### src/rtl/fetch_ctrl.sv
// Fetch controller: PC register, ROM select and IF/ID pipeline register.
// Handles stall, delay-slot branches, fetch address errors, exceptions and eret.
module fetch_ctrl #(
  parameter logic [31:0] RESET_PC   = 32'h00003000,
  parameter logic [31:0] HANDLER_PC = 32'h00004180,
  parameter logic [31:0] ROM_LAST   = 32'h00006FFC
) (
  input  logic        clk,
  input  logic        reset,
  input  logic        stall,
  input  logic        br_take,
  input  logic [31:0] br_target,
  input  logic        exc_req,
  input  logic        eret,
  input  logic [31:0] epc,
  output logic [31:0] rom_pc,
  output logic        rom_sel,
  input  logic [31:0] rom_d,
  output logic [31:0] instr_D,
  output logic [31:0] pc_D,
  output logic        adel_D,
  output logic        in_handler
);

  typedef enum logic {
    RUN   = 1'b0,
    FAULT = 1'b1
  } state_e;

  state_e      state, state_n;
  logic [31:0] pc, pc_n;
  logic [31:0] instr_n, pcd_n;
  logic        adel_n, inh_n;
  logic        legal, exc_ok;

  assign legal   = (pc[1:0] == 2'b00) && (pc >= RESET_PC) && (pc <= ROM_LAST);
  assign rom_sel = legal && (state == RUN);
  assign rom_pc  = pc;
  assign exc_ok  = exc_req && !in_handler;

  // State, PC and IF/ID registers
  always_ff @(posedge clk) begin
    if (reset) begin
      state      <= RUN;
      pc         <= RESET_PC;
      instr_D    <= 32'h0;
      pc_D       <= 32'h0;
      adel_D     <= 1'b0;
      in_handler <= 1'b0;
    end else begin
      state      <= state_n;
      pc         <= pc_n;
      instr_D    <= instr_n;
      pc_D       <= pcd_n;
      adel_D     <= adel_n;
      in_handler <= inh_n;
    end
  end

  // Next-state selection in priority order: exc, eret, stall, fault, fetch
  always_comb begin
    state_n = state;
    pc_n    = pc;
    instr_n = instr_D;
    pcd_n   = pc_D;
    adel_n  = adel_D;
    inh_n   = in_handler;
    if (exc_ok) begin
      pc_n    = HANDLER_PC;
      instr_n = 32'h0;
      pcd_n   = 32'h0;
      adel_n  = 1'b0;
      state_n = RUN;
      inh_n   = 1'b1;
    end else if (eret) begin
      pc_n    = epc;
      instr_n = 32'h0;
      pcd_n   = 32'h0;
      adel_n  = 1'b0;
      state_n = RUN;
      inh_n   = 1'b0;
    end else if (stall) begin
      pc_n = pc;
    end else if (state == FAULT) begin
      // Error already reported once; keep feeding bubbles
      instr_n = 32'h0;
      pcd_n   = 32'h0;
      adel_n  = 1'b0;
    end else if (!legal) begin
      instr_n = 32'h0;
      pcd_n   = pc;
      adel_n  = 1'b1;
      state_n = FAULT;
    end else begin
      instr_n = rom_d;
      pcd_n   = pc;
      adel_n  = 1'b0;
      pc_n    = br_take ? br_target : pc + 32'd4;
    end
  end

endmodule

### config.mk
export PLATFORM = sky130hd
export DESIGN_NAME = fetch_ctrl
export DESIGN_NICKNAME = d
export VERILOG_FILES = /design/src/rtl/fetch_ctrl.sv
export SDC_FILE = /design/constraint.sdc
export NUM_CORES = 1
export LEC_CHECK = 0
export CORE_ASPECT_RATIO = 1.25
export CORE_MARGIN = 2
export CORE_UTILIZATION = 40
export CTS_CLUSTER_DIAMETER = 60
export DETAILED_ROUTE_END_ITERATION = 8
export PLACE_DENSITY = 0.79
export SLEW_MARGIN = 20
export SYNTH_ARGS = -nofsm -noshare
export SYNTH_HDL_FRONTEND = slang
export SYNTH_SLANG_ARGS = --single-unit
### constraint.sdc
create_clock -name clk -period 2.1 [get_ports clk]
set_input_delay 0.42 -clock clk [delete_from_list [all_inputs] [get_ports clk]]
set_output_delay 0.42 -clock clk [all_outputs]
set_load 0.1 [all_outputs]
==> flow_metrics.tcl, run 1 <==
set metrics [dict create \
    fmax_mhz 459 \
    grt_pass1_wl_um 21900 \
    synth_seq_area_share_pct 47.8 \
    crit_path_cell_trace "nor4_4 -> nand2_2 -> buf_6 -> nor2_4 -> nor4bb_4 -> buf_12" \
    grt_use_total_pct 25.0 \
    synth_top_family_by_area "compound AO/OA/AOI/OAI gates" \
    rsz0062_at_grt "true" \
    dieWidth_um 95.1 \
    die-area_um2 11200 \
    clock_sinks 99 \
    syn_area_per_cell_um2 8.99 \
    relSlewSlack_pct 53.6 \
    antenna_found_initial 0 \
    cts_buffer_depth 2 \
    ioPinCount 201 \
    failed_checks "negative setup slack" \
    fin_crit_ns 2.18 \
    synth_compound_area_share_pct 26.5 \
    synth_top_flop_cell "dfxtp_1" \
    place_hpwl_um 10600 \
    root_buffer "clkbuf_16" \
    critPathArrivalTime_ns 1.76 \
    status "complete, but fails checks" \
    p_per_area_nw_per_um2 731 \
    synth_top_area_cell "dfxtp_1" \
    slew_viol_final 0 \
    grt_pass1_vias 4395 \
    synth_fp_nets 565 \
    grt_max_degree 68 \
    grt.overflow.total 0 \
    nNetsFinal 780 \
    critPathRequiredTime_ns 1.68 \
    startpoint_type "register" \
    yosysTopAreaCellShare_pct 47.8 \
    postRouteAntennaNets 0 \
    path_clk_slew_ns 0.06 \
    rows 41 \
    dp.cells 779 \
    worst_path_largest_cell_delay_ns 0.36 \
    critical-path-slowest-cell "dfxtp_4" \
    gp_congestion 0.877 \
    path_class "register to output pin" \
    ys_types 47 \
    drt_iter0_markers 239 \
    syn_inst 461 \
    synth_edf_count 0 \
    vias 4510 \
    fin_crit_sh_pct 104 \
    worst_pin_slew_ns 0.696 \
    core-area_um2 10100 \
    cts_buffers 9 \
    syn_area_um2 4150 \
    ys_ff_latch 99 \
    htree_levels 3 \
    path_delay_family "simple AND/OR/NAND/NOR gates" \
    drt-total-wl_um 14700 \
    hold_viol 0 \
    max_cap_violations 0 \
    leakage_uw 0.00266 \
    crit_buf_inv 2 \
    layout-drive-gt1-share_pct 30.8 \
    hp-class "register to register" \
    vias_per_cell 5.57 \
    insertion_delay_ns 0.34 \
    drtPass1Iterations 5 \
    synthArstFlopShare_pct 0 \
    setup_ws_ns -0.0765 \
    yosys.area_share.xor_xnor_pct 1.48 \
    setup_viol 1 \
    start_util_pct 41.0 \
    nFillCells 815 \
    cts-hold-fix-buffers 0 \
    portBuffers 200 \
    synth-warning-count 0 \
    synth_mux_area_share_pct 1.75 \
    drcViolationCount 0 \
    final_core_util_pct 67.3 \
    area_growth_pct 64.0 \
    vdd_drop_max_v 0.000393 \
    yosys.area_share.simple_pct 17.6 \
    synth_fa_ha_area_share_pct 0.604 \
    cts_tree "done" \
    wire_per_inst_um 18.2 \
    die_h_um 118 \
    synth.area.top_cells "dfxtp_1 48%, a22oi_1 15%, nor2_1 8.1%" \
    n_antenna_cell 0 \
    final_cells 810 \
    crit_fanout 4 \
    end_kind "output pin" \
    finalClockSkew_ns 0.00875 \
]
## cells in the mapped netlist, types with 2 or more instances
cell type / n
nor3_1: 4
a31oi_1: 2
nand2b_1: 4
clkbuf_1: 30
nor4_4: 3
a22o_1: 2
a211oi_1: 17
nor4_2: 2
a21oi_1: 15
and3_1: 2
xnor2_1: 6
o211ai_1: 4
o31ai_1: 2
nor2b_1: 2
nand2_1: 16
nand3_1: 10
ha_1: 2
buf_1: 4
nor2_1: 90
nand4_1: 6
a311oi_1: 3
dfxtp_1: 99
nor4b_1: 2
o22ai_1: 2
mux2i_1: 5
a22oi_1: 81
buf_2: 7
inv_1: 4
or3_1: 2
mux2_2: 2
o21ai_0: 14
and2_1: 2
## per-stage QoR
| step | hold slack [ns] | TNS [ns] | power, uW | cell area [um2] | worst slack, ns |
|---|---|---|---|---|---|
| after floorplan | 0.483 | -0.452 | 2740 | 4260 | -0.452 |
| after global placement | 0.464 | -0.0169 | 3190 | 6340 | -0.0169 |
| after detailed placement | 0.459 | -0.163 | 3200 | 6340 | -0.0461 |
| after CTS | 0.470 | -0.170 | 4970 | 6730 | -0.136 |
| after global routing | 0.502 | -0.204 | 5130 | 6800 | -0.138 |
| final | 0.465 | -0.0765 | 4970 | 6800 | -0.0765 |
## worst register-to-register path: cells and delay by family (launching register included)
family / cells / cell delay [ns]
compound gates: 2 / 0.44
flops: 1 / 0.36
simple gates: 3 / 1.06
buf+inv: 1 / 0.14
## state kept, by name (all words and copies together) (netlist names), named ones only
register	cells
instr_D	32
rom_pc	30
in_handler	1
state	1
pc_D	32
adel_D	1
## routing by layer
layer	vias up	global-route usage (%)	share of wire, %
met5	-	0	0
met4	0	9.78	2.3
met3	29	5.12	7.0
met2	200	44.7	52
met1	2152	28.5	39
li1	2129	-	-
## report_power, final
part | total, uW | switching, uW | internal [uW]
registers | 2000 | 76.4 | 1930
clock network | 1750 | 740 | 1010
logic | 1210 | 737 | 478
## path summary, 6_finish.rpt
| check | slack (ns) | startpoint | cells after the start | to |
|---|---|---|---|---|
| worst max-delay path | -0.08 | register | 6 | rom_sel |
| worst min-delay path | 0.46 | adel_D$_SDFFE_PP0N_ | 2 | adel_D$_SDFFE_PP0N_ |
| worst max register to register | 0.02 | register | 6 | rom_pc[7]$_SDFFE_PP0P_ |
| worst min register to register | 0.46 | adel_D$_SDFFE_PP0N_ | 2 | adel_D$_SDFFE_PP0N_ |
## what timing repair did
item                       4_1_cts  5_1_grt
setup buffers                    7        9
setup endpoints to repair       19       21
gates resized for setup          4        4
pin swaps                        5        7
## cells by family after synthesis
logic type | Yosys count
xor+xnor | 7
simple gates | 150
mux | 7
buf+inv | 45
compound gates | 151
fa+ha+maj | 2
flops | 99
## cells in the final DEF (no fill, tap or decap), drive strengths merged, types with 3 or more instances in the layout
cell and n:
a211oi 17, a21oi 15, a22oi 81, a311oi 3, a31oi 3, buf 145, clkbuf 11, clkdlybuf4s50 100
dfxtp 99, inv 6, mux2i 5, nand2 17, nand2b 4, nand3 10, nand4 6, nor2 90
nor3 4, nor4 5, o211ai 4, o21ai 14, xnor2 6
## cell type report
class                      instances  area (um2)  area share (%)
timing repair buffer             245        2200            32.3
clock inverter                     5        66.3           0.975
clock buffer                      11         254            3.74
tap                              129         161            2.37
inverter                           4        15.0           0.221
sequential                        99        2070            30.4
multi-input combinational        317        2040            30.0
No activity file was read; power rests on OpenSTA's default activity.
==> run 2, diff against run 1 <==
--- a/config.mk
+++ b/config.mk
@@ -6,9 +6,10 @@
 export NUM_CORES = 1
 export LEC_CHECK = 0
 export CORE_ASPECT_RATIO = 1.25
-export CORE_MARGIN = 2
+export CORE_MARGIN = 5
 export CORE_UTILIZATION = 40
 export CTS_CLUSTER_DIAMETER = 60
+export CTS_CLUSTER_SIZE = 28
 export DETAILED_ROUTE_END_ITERATION = 8
 export PLACE_DENSITY = 0.79
 export SLEW_MARGIN = 20
==> flow_metrics.tcl, run 2 (same netlist as run 1, synthesis figures left out) <==
set metrics [dict create \
    status "complete, but fails checks" \
    failed_checks "negative setup slack" \
    vdd_drop_max_v 0.000379 \
    layout_common_cells "123 x buf_4, 100 x clkdlybuf4s50_1, 88 x nor2_1" \
    p_per_area_nw_per_um2 722 \
    place_hpwl_um 10800 \
    crit_fanout 3 \
    dieWidth_um 101 \
    grt_use_total_pct 22.8 \
    critPathRequiredTime_ns 1.68 \
    grt.overflow.total 0 \
    end_kind "output pin" \
    final_area_um2 6650 \
    max_cap_violations 0 \
    ioPinCount 201 \
    finalClockSkew_ns 0.00543 \
    grt_pass1_wl_um 22700 \
    hp-class "register to register" \
    rows 41 \
    whs_ns 0.483 \
    wire_per_inst_um 19.0 \
    gp_congestion 0.928 \
    cts-hold-fix-buffers 0 \
    postRouteAntennaNets 0 \
    n_antenna_cell 0 \
    multiInputGateArea_um2 2030 \
    path_class "register to output pin" \
    slew_viol_final 0 \
    vias_per_cell 5.56 \
    drtPass1Iterations 5 \
    die-area_um2 12500 \
    layout.area.seq_um2 2070 \
    leakage_uw 0.00258 \
    root_buffer "clkbuf_16" \
    cts_buffer_depth 2 \
    grt_max_degree 68 \
    layout-drive-gt1-share_pct 29.3 \
    area_growth_pct 60.5 \
    fmax_mhz 462 \
    die_h_um 124 \
    drt-total-wl_um 15200 \
    start_util_pct 41.0 \
    hold_viol 0 \
    critPathArrivalTime_ns 1.74 \
    vias 4434 \
    cts_tree "done" \
    startpoint_type "register" \
    nFillCells 866 \
    grt_pass1_vias 4468 \
    core-area_um2 10100 \
    fin_crit_sh_pct 103 \
    worst_pin_slew_ns 0.717 \
    cts_buffers 9 \
    drcViolationCount 0 \
    relSlewSlack_pct 52.2 \
    setup_viol 1 \
    power.total_uw 4800 \
    antenna_found_initial 0 \
    path_clk_slew_ns 0.07 \
    setup_ws_ns -0.0630 \
    fin_crit_ns 2.16 \
    final_common_cell "buf_4" \
    place_area_um2 6260 \
    portBuffers 200 \
    rsz0062_at_grt "true" \
    insertion_delay_ns 0.34 \
    nNetsFinal 767 \
    clock_sinks 99 \
    htree_levels 3 \
    drt_iter0_markers 281 \
]
[run 2: per-stage QoR]
step,cells,util [%],setup slack [ns],TNS (ns)
after floorplan,461,-,-0.452,-0.452
after global placement,772,62.0,0.0829,0
after detailed placement,772,62.0,-0.0316,-0.0316
after CTS,793,65.3,-0.134,-0.134
after global routing,797,65.8,-0.133,-0.255
final,797,65.8,-0.0630,-0.0630
[run 2: per-layer routing]
metal / share of wire (%) / track usage, % / vias up
met1: 38 / 26.9 / 2097
met2: 51 / 39.5 / 211
met4: 1.9 / 9.06 / 0
met3: 9.0 / 5.71 / 22
li1: - / - / 2104
met5: 0 / 0 / -
[run 2: layout make-up]
class                   instances  share of cell area (%)
clock buffers                  10                    3.44
well taps                     129                    2.43
inverters                       4                   0.226
repair buffers                232                    31.3
clock inverters                 6                   0.959
flip-flops and latches         99                    31.0
multi-input cells             317                    30.6
[run 2: power by group]
group	switching (uW)	total, uW	internal [uW]
combinational	716	1160	447
sequential	84.1	2010	1930
clock	702	1630	926
[run 2: worst paths after layout]
check,start,depth (start not counted),slack (ns),endpoint
min,adel_D$_SDFFE_PP0N_,2,0.48,adel_D$_SDFFE_PP0N_
max reg2reg,rom_pc[19]$_SDFFE_PP0P_,6,0,rom_pc[7]$_SDFFE_PP0P_
min reg2reg,adel_D$_SDFFE_PP0N_,2,0.48,adel_D$_SDFFE_PP0N_
max,rom_pc[19]$_SDFFE_PP0P_,6,-0.06,rom_sel
[run 2: critical path: stages (launching register included)]
cell and delay [ns]:
dfxtp_4 0.36, nor4_4 0.29, nand2_2 0.09, buf_6 0.13, nor2_2 0.07, nor4bb_4 0.25
buf_12 0.21
[run 2: repair_timing]
item | in CTS | in global routing
setup endpoints to repair | 5 | 12
resized for setup | 1 | 2
cloned | 0 | 1
pin swaps | 4 | 3
buffers inserted | 5 | 3
==> run 3, diff against run 2 <==
--- a/config.mk
+++ b/config.mk
@@ -11,7 +11,7 @@
 export CTS_CLUSTER_DIAMETER = 60
 export CTS_CLUSTER_SIZE = 28
 export DETAILED_ROUTE_END_ITERATION = 8
-export PLACE_DENSITY = 0.79
+export PLACE_DENSITY = 0.87
 export SLEW_MARGIN = 20
 export SYNTH_ARGS = -nofsm -noshare
 export SYNTH_HDL_FRONTEND = slang
==> flow_metrics.tcl, run 3 (same netlist as run 1, synthesis figures left out) <==
set metrics [dict create \
    status "complete, but fails checks" \
    failed_checks "negative setup slack" \
    p_clk_share_pct 35.4 \
    seq_power_share_pct 40.3 \
    drtPass1Iterations 5 \
    max_cap_violations 0 \
    rows 41 \
    grt.overflow.total 0 \
    holdPathStages 2 \
    r2r_end "rom_pc[7]$_SDFFE_PP0P_" \
    hp-class "register to register" \
    cts_tree "done" \
    switchingPower_uw 1530 \
    place_hpwl_um 10900 \
    die_h_um 124 \
    path_delay_family "simple AND/OR/NAND/NOR gates" \
    p_per_area_nw_per_um2 734 \
    core-area_um2 10100 \
    start_util_pct 41.0 \
    portBuffers 200 \
    drcViolationCount 0 \
    finalClockSkew_ns 0.00591 \
    vias 4485 \
    worst_pin_slew_ns 0.687 \
    final_area_um2 6770 \
    antenna_found_initial 0 \
    crit_buf_inv 2 \
    grt_pass1_vias 4510 \
    fin_crit_ns 2.20 \
    area_growth_pct 63.4 \
    setup.worst_path.start "rom_pc[24]$_SDFFE_PP0P_" \
    switching_share_pct 30.7 \
    layout-drive-gt1-share_pct 30.5 \
    final_core_util_pct 67.0 \
    holdPathEnd "adel_D$_SDFFE_PP0N_" \
    hold_start "adel_D$_SDFFE_PP0N_" \
    end_kind "output pin" \
    wire_per_inst_um 18.8 \
    dieWidth_um 101 \
    power.total_uw 4970 \
    place_area_um2 6300 \
    ioPinCount 201 \
    grt_max_degree 68 \
    cts_buffers 9 \
    hold_viol 0 \
    r2r-start "rom_pc[24]$_SDFFE_PP0P_" \
    critical-path-slowest-cell "dfxtp_4" \
    setup_ws_ns -0.0993 \
    postRouteAntennaNets 0 \
    layout_common_cells "129 x buf_4, 100 x clkdlybuf4s50_1, 88 x nor2_1" \
    final_common_cell "buf_4" \
    grt_pass1_wl_um 22400 \
    vias_per_cell 5.57 \
    critPathRequiredTime_ns 1.68 \
    pre_cts_slack_ns -0.0743 \
    crit_path_cell_trace "nor4_4 -> nand2_2 -> buf_6 -> nor2_4 -> nor4bb_4 -> buf_12" \
    gp_congestion 0.897 \
    fmax_mhz 455 \
    r2r_slack_ns -0.01 \
    worst_path_largest_cell_delay_ns 0.35 \
    drt_iter0_markers 243 \
    htree_levels 3 \
    nNetsFinal 775 \
    slew_viol_final 0 \
    critPathArrivalTime_ns 1.78 \
    clock_sinks 99 \
    fin_crit_sh_pct 105 \
    rr_worst_depth 6 \
    startpoint_type "register" \
    die-area_um2 12500 \
    tns_ns -0.108 \
    root_buffer "clkbuf_16" \
    crit_fanout 2 \
    drt-total-wl_um 15100 \
    combPwrFrac_pct 24.3 \
    setup_viol 2 \
    relSlewSlack_pct 54.2 \
    cts_buffer_depth 2 \
    path_clk_slew_ns 0.06 \
    grt_use_total_pct 22.8 \
    vdd_drop_max_v 0.000442 \
    n_antenna_cell 0 \
    path_class "register to output pin" \
    leakage_uw 0.00264 \
    rsz0062_at_grt "true" \
    insertion_delay_ns 0.35 \
    p_int_uw 3440 \
]
-- run 3: cell types whose count changed in the layout (fill, tap and decap cells not counted) --
cell,change
buf_4,+6
a211oi_1,-1
a211oi_2,+1
a21oi_1,-1
a21oi_2,+1
buf_6,+1
bufinv_16,+1
clkbuf_1,-1
clkbuf_16,+1
clkinv_1,+1
clkinvlp_4,-1
nor2_2,-1
nor2_4,+1
-- run 3: area by class of cell --
cell class / instances / area, um2
well taps: 129 / 161
inverters: 4 / 15.0
clock inverters: 7 / 90.1
flip-flops and latches: 99 / 2070
multi-input cells: 317 / 2050
clock buffers: 9 / 225
fillers: 782 / 3330
repair buffers: 240 / 2170
-- run 3: metal layers --
layer  global-route usage (%)  share of wire [%]
met4                     9.31                2.4
met3                     5.38                8.6
met5                        0                  0
met2                     39.1                 50
met1                     27.2                 39
-- run 3: power by group through the flow --
stage / Clock [uW] / Combinational, uW / Sequential, uW
5_1_grt: 1870 / 1270 / 2010
6_report: 1760 / 1210 / 2000
3_3_place_gp: 0 / 1140 / 2040
2_1_floorplan: 0 / 342 / 2400
3_5_place_dp: 0 / 1150 / 2040
4_1_cts: 1790 / 1180 / 2000
-- run 3: through the flow --
stage	hold WS, ns	cells
2_1_floorplan	0.483	461
3_3_place_gp	0.465	779
3_5_place_dp	0.466	779
4_1_cts	0.477	799
5_1_grt	0.487	805
6_report	0.483	805
-- run 3: worst max path at each step --
| stage | endpoint | slack [ns] | depth (start not counted) |
|---|---|---|---|
| floorplan | rom_sel | -0.45 | 4 |
| global placement | rom_pc[7]$_SDFFE_PP0P_ | 0.04 | 6 |
| detailed placement | rom_pc[17]$_SDFFE_PP0P_ | -0.07 | 6 |
| CTS | rom_sel | -0.14 | 6 |
| global route | rom_sel | -0.18 | 6 |
| finish | rom_sel | -0.1 | 6 |
-- run 3: timing repair --
item	CTS	global route
buffers inserted	4	4
pin swaps	6	3
gates cloned	0	2
hold endpoints to repair	0	0
hold buffers	0	0
endpoints found under the setup margin	17	13
gates resized for setup	4	3
-- run 3: worst min-delay path: stages, from the launching register on --
cell and delay (ns):
dfxtp_1 0.32, nand2_1 0.06, a21oi_1 0.05
